[config.mk]
export PLATFORM = sky130hd
export DESIGN_NAME = fpu_inflight_tracker
export DESIGN_NICKNAME = d
export VERILOG_FILES = /design/src/rtl/fpu_inflight_tracker.sv
export SDC_FILE = /design/constraint.sdc
export NUM_CORES = 1
export LEC_CHECK = 0
export CAP_MARGIN = 20
export CORE_MARGIN = 3
export CORE_UTILIZATION = 40
export DETAILED_ROUTE_END_ITERATION = 10
export PLACE_DENSITY = 0.68
export SYNTH_ARGS = -nofsm -noshare
export SYNTH_HDL_FRONTEND = slang
export SYNTH_SLANG_ARGS = --single-unit
export TNS_END_PERCENT = 100
[constraint.sdc]
create_clock -name clk -period 2.2 [get_ports clk]
set_input_delay 0.44 -clock clk [delete_from_list [all_inputs] [get_ports clk]]
set_output_delay 0.44 -clock clk [all_outputs]
set_load 0.03 [all_outputs]
[src/rtl/fpu_inflight_tracker.sv]
// Per-stage descriptor tracker for the 5-stage FPU pipeline. It feeds the hazard detector
// with legal/regwrite/hazard/rd per stage and flags writeback of the oldest op.
module fpu_inflight_tracker #(
  parameter int DEPTH = 5,
  parameter int RW    = 5
) (
  input  logic          clk,
  input  logic          rst,
  input  logic          issue_valid,
  input  logic          issue_regwrite,
  input  logic [RW-1:0] issue_rd,
  input  logic [2:0]    issue_lat,
  input  logic          stall,
  input  logic          flush,
  output logic          is_legal_0,
  output logic          is_legal_1,
  output logic          is_legal_2,
  output logic          is_legal_3,
  output logic          is_legal_4,
  output logic          is_regwrite_0,
  output logic          is_regwrite_1,
  output logic          is_regwrite_2,
  output logic          is_regwrite_3,
  output logic          is_regwrite_4,
  output logic          is_hazard_0,
  output logic          is_hazard_1,
  output logic          is_hazard_2,
  output logic          is_hazard_3,
  output logic          is_hazard_4,
  output logic [RW-1:0] rdi_0,
  output logic [RW-1:0] rdi_1,
  output logic [RW-1:0] rdi_2,
  output logic [RW-1:0] rdi_3,
  output logic [RW-1:0] rdi_4,
  output logic          wb_valid,
  output logic [RW-1:0] wb_rd,
  output logic          busy
);

  localparam logic [2:0] MAX_LAT = 3'(DEPTH);

  logic          legal    [DEPTH];
  logic          regwrite [DEPTH];
  logic [RW-1:0] rd       [DEPTH];
  logic [2:0]    cnt      [DEPTH];
  logic [2:0]    entry_cnt;

  function automatic logic [2:0] dec_sat(input logic [2:0] c);
    return (c == 3'd0) ? 3'd0 : c - 3'd1;
  endfunction

  // Clamp the requested latency into 1..DEPTH before turning it into a countdown.
  always_comb begin
    entry_cnt = 3'd0;
    if (issue_lat == 3'd0)
      entry_cnt = 3'd0;
    else if (issue_lat > MAX_LAT)
      entry_cnt = MAX_LAT - 3'd1;
    else
      entry_cnt = issue_lat - 3'd1;
  end

  always_ff @(posedge clk or posedge rst) begin
    if (rst) begin
      for (int k = 0; k < DEPTH; k++) begin
        legal[k]    <= 1'b0;
        regwrite[k] <= 1'b0;
        rd[k]       <= '0;
        cnt[k]      <= 3'd0;
      end
    end else if (flush) begin
      for (int k = 0; k < DEPTH; k++) begin
        legal[k]    <= 1'b0;
        regwrite[k] <= 1'b0;
        rd[k]       <= '0;
        cnt[k]      <= 3'd0;
      end
    end else if (stall) begin
      // Positions freeze but the functional unit keeps computing.
      for (int k = 0; k < DEPTH; k++)
        cnt[k] <= dec_sat(cnt[k]);
    end else begin
      for (int k = 1; k < DEPTH; k++) begin
        legal[k]    <= legal[k-1];
        regwrite[k] <= regwrite[k-1];
        rd[k]       <= rd[k-1];
        cnt[k]      <= dec_sat(cnt[k-1]);
      end
      if (issue_valid) begin
        legal[0]    <= 1'b1;
        regwrite[0] <= issue_regwrite;
        rd[0]       <= issue_rd;
        cnt[0]      <= entry_cnt;
      end else begin
        legal[0]    <= 1'b0;
        regwrite[0] <= 1'b0;
        rd[0]       <= '0;
        cnt[0]      <= 3'd0;
      end
    end
  end

  always_comb begin
    busy = 1'b0;
    for (int k = 0; k < DEPTH; k++)
      busy = busy | legal[k];
  end

  assign is_legal_0    = legal[0];
  assign is_legal_1    = legal[1];
  assign is_legal_2    = legal[2];
  assign is_legal_3    = legal[3];
  assign is_legal_4    = legal[4];
  assign is_regwrite_0 = regwrite[0];
  assign is_regwrite_1 = regwrite[1];
  assign is_regwrite_2 = regwrite[2];
  assign is_regwrite_3 = regwrite[3];
  assign is_regwrite_4 = regwrite[4];
  assign is_hazard_0   = legal[0] & (cnt[0] != 3'd0);
  assign is_hazard_1   = legal[1] & (cnt[1] != 3'd0);
  assign is_hazard_2   = legal[2] & (cnt[2] != 3'd0);
  assign is_hazard_3   = legal[3] & (cnt[3] != 3'd0);
  assign is_hazard_4   = legal[4] & (cnt[4] != 3'd0);
  assign rdi_0         = rd[0];
  assign rdi_1         = rd[1];
  assign rdi_2         = rd[2];
  assign rdi_3         = rd[3];
  assign rdi_4         = rd[4];

  // A stalled or flushed oldest op must not be reported as retiring.
  assign wb_valid = legal[4] & regwrite[4] & ~stall & ~flush;
  assign wb_rd    = rd[4];

endmodule

==> impl_results.md <==
- Hpwl dp: 3400 um
- Largest net degree at the start of global routing: 41
- Height of the chip: 81.8 um
- Via-to-Cell Ratio: 5.11
- Net count, final: 280
- Pleak: 1.37 nW
- CP endpoint kind: output port
- CP Data Required Time: 1760 ps
- Area contributors post-synth: dfrtp_1 (54%), mux2i_1 (12%), nor2_1 (6.5%)
- Share of layout cells above drive strength 1: 10.6%
- I/O Pins: 61
- Skew-Pair Late Insertion Delay: 300 ps
- Final hold violation count: 0
- Buffers on Ports: 60
- Final Max Slew Viols: 0
- GRT overflow: 0
- Sequential cell area: 1250 um^2
- Critical-path top delay cell: clkdlybuf4s50_1
- Design Area, Final: 3030 um^2
- CTS buffer count: 5
- Die width: 81.8 um
- GRT Total Usage: 16.0%
- Core area: 5340 um^2
- Final Util: 56.8%
- WP data arrival: 1620 ps
- Area occupied by multi-input gates: 918 um^2
- DRT Pass-1 Iters: 4
- Post-Syn Nets: 220
- Minimum clock period: 2060 ps
- Final ANT Viol Nets: 0
- Max FO, Critical Path: 6
- Critical path buffer and inverter count: 1
- First-pass GRT wire length: 8160 um
- Row cnt: 26
- Total placed cells including tap cells: 326
- Synth cell count leaders: dfrtp_1 (50), nor2_1 (40), mux2i_1 (28)
- VDD IR max: 0.276 mV
- PwrDens: 554 nW/um^2
- Worst-Margin Slew: 436 ps
- PostCTS Resize Cnt: 0
- EDFF count, synth: 0
- CP max stage delay: 590 ps
- Mapped Area: 2300 um^2
- Vias: 1708
- WL per Instance: 14.4 um
- Post-route insts no fill: 334
- Yosys Warn Count: 0
- CTS tree: done
- Worst setup SP type: flip-flop
- Area delta synth->final: 31.7%
- Count leader, synth: dfrtp_1
- Dominant synthesized flop cell: dfrtp_1
- Initial antenna violation count: 0
- Placed Area: 2930 um^2
- F_max: 485 MHz
- H-tree levels: 2
- Final setup violation count: 0
- CP top delay family: buffers and inverters
- Synth Instances: 203
- N_diodes: 0
- Fillers: 482
- Hold Crit Class: in2async
- Synthesized flop and latch total: 50
- # clock sinks: 50
- Final hold slack: 460 ps
- Initial DRC Count: 100
- Vias in the first global route: 1672
- Area leader, netlist: dfrtp_1
- Status: finished clean
- GP Congestion: 0.821
- Final wirelength: 4800 um
- Die area: 6690 um^2
- Max clock buf depth: 2
- Final worst path period share: 93.7%
- # hold bufs at CTS: 0
- Initial core utilization: 43.1%
- Clock skew: 8.97 ps
- Synth unique cells: 32
- MaxCap Viol Count: 0
- Sequential fraction of the synthesis area: 54.4%
- Critical path cell sequence: o31a_1 > clkdlybuf4s50_1
- RSZ-0062 raised after global routing: no
- Proportion of netlist area held by the largest area contributor: 54.4%
- Async set-reset flop share out of synthesis: 100%
- Setup TNS: 0 ps
- Avg Inst Size Synth: 11.3 um^2
- # DRC: 0
- Clock-pin slew on the worst setup and hold paths: 90 ps
- Max_slew headroom: 70.9%
- Post-CTS Setup Bufs: 0
- Critical setup path kind: reg2out
- Root buffer cell: clkbuf_8
==> cells by family after synthesis <==
logic type,synth area share (%)
AO/OA/AOI/OAI,11.9
adder cells (fa/ha/maj),1.63
buffers and inverters,5.61
flip-flops,54.4
multiplexers,13.7
AND/OR/NAND/NOR,12.7
==> path summary, 6_finish.rpt <==
check / from / end / slack, ps / cells past startpoint
worst max-delay path: cnt[4]$_DFF_PP0_ / is_hazard_3 / 140 / 2
worst min-delay path: rst / is_regwrite_1$_DFFE_PP0P_ / 460 / 2
worst max register to register: cnt[4]$_DFF_PP0_ / cnt[1]$_DFF_PP0_ / 1010 / 3
worst min register to register: rdi_0[0]$_DFFE_PP0P_ / rdi_0[0]$_DFFE_PP0P_ / 550 / 1
max in group asynchronous: rst / cnt[0]$_DFF_PP0_ / 1160 / 3
min in group clk: rdi_0[0]$_DFFE_PP0P_ / rdi_0[0]$_DFFE_PP0P_ / 550 / 1
==> state kept, by name, indices dropped and copies added, names as in the netlist <==
signal         count
is_legal_2         1
is_regwrite_0      1
rdi_2              5
is_regwrite_2      1
is_legal_4         1
rdi_3              5
is_regwrite_4      1
is_regwrite_1      1
rdi_1              5
is_legal_3         1
is_legal_0         1
is_legal_1         1
is_regwrite_3      1
rdi_0              5
cnt               15
rdi_4              5
==> worst register-to-register path, stage by stage (launching register included) <==
cell and delay [ps]:
dfrtp_1 440, nor3b_1 310, a211oi_1 90, a311oi_1 240
==> through the flow <==
| stage | setup slack [ps] | total power, W |
|---|---|---|
| after floorplan | 371 | 0.00108 |
| after detailed placement | 225 | 0.00116 |
| after global placement | 269 | 0.00116 |
| after CTS | 109 | 0.00170 |
| final | 138 | 0.00168 |
| after global routing | 40.1 | 0.00175 |
==> where the power goes <==
part,switching [W],internal (W),total (W)
Combinational,0.000107,0.0000817,0.000189
Sequential,0.0000161,0.000932,0.000948
Clock,0.000286,0.000253,0.000539
==> layout make-up <==
class                           count  area share [%]
Clock buffer                        6            2.73
Timing Repair Buffer               68            21.6
Sequential cell                    50            41.3
Inverter                            6           0.744
Multi-Input combinational cell    132            30.3
Clock inverter                      2           0.413
Tap cell                           70            2.89
==> placed cells by master (no fill, tap or decap), drive strengths merged <==
cell type,n
or3,4
clkinvlp,1
a21oi,8
a311oi,1
inv,6
o311ai,1
dfrtp,50
o21a,1
clkdlybuf4s50,58
or2,1
nor2,40
nor3b,5
o32ai,1
clkbuf,6
nor2b,1
ha,3
clkinv,1
mux2i,28
o31a,6
nand2b,1
o21ai,4
a211oi,1
a21o,1
mux2,3
o211ai,2
nand2,5
buf,10
a22o,6
nor3,1
o22ai,5
or3b,3
==> per-layer routing <==
layer | track usage (%) | share of wire [%]
met1 | 23.2 | 48
met3 | 3.51 | 5.3
met4 | 6.31 | 1.5
met5 | 0 | 0
met2 | 23.3 | 45
(Power assumes the default switching activity.)
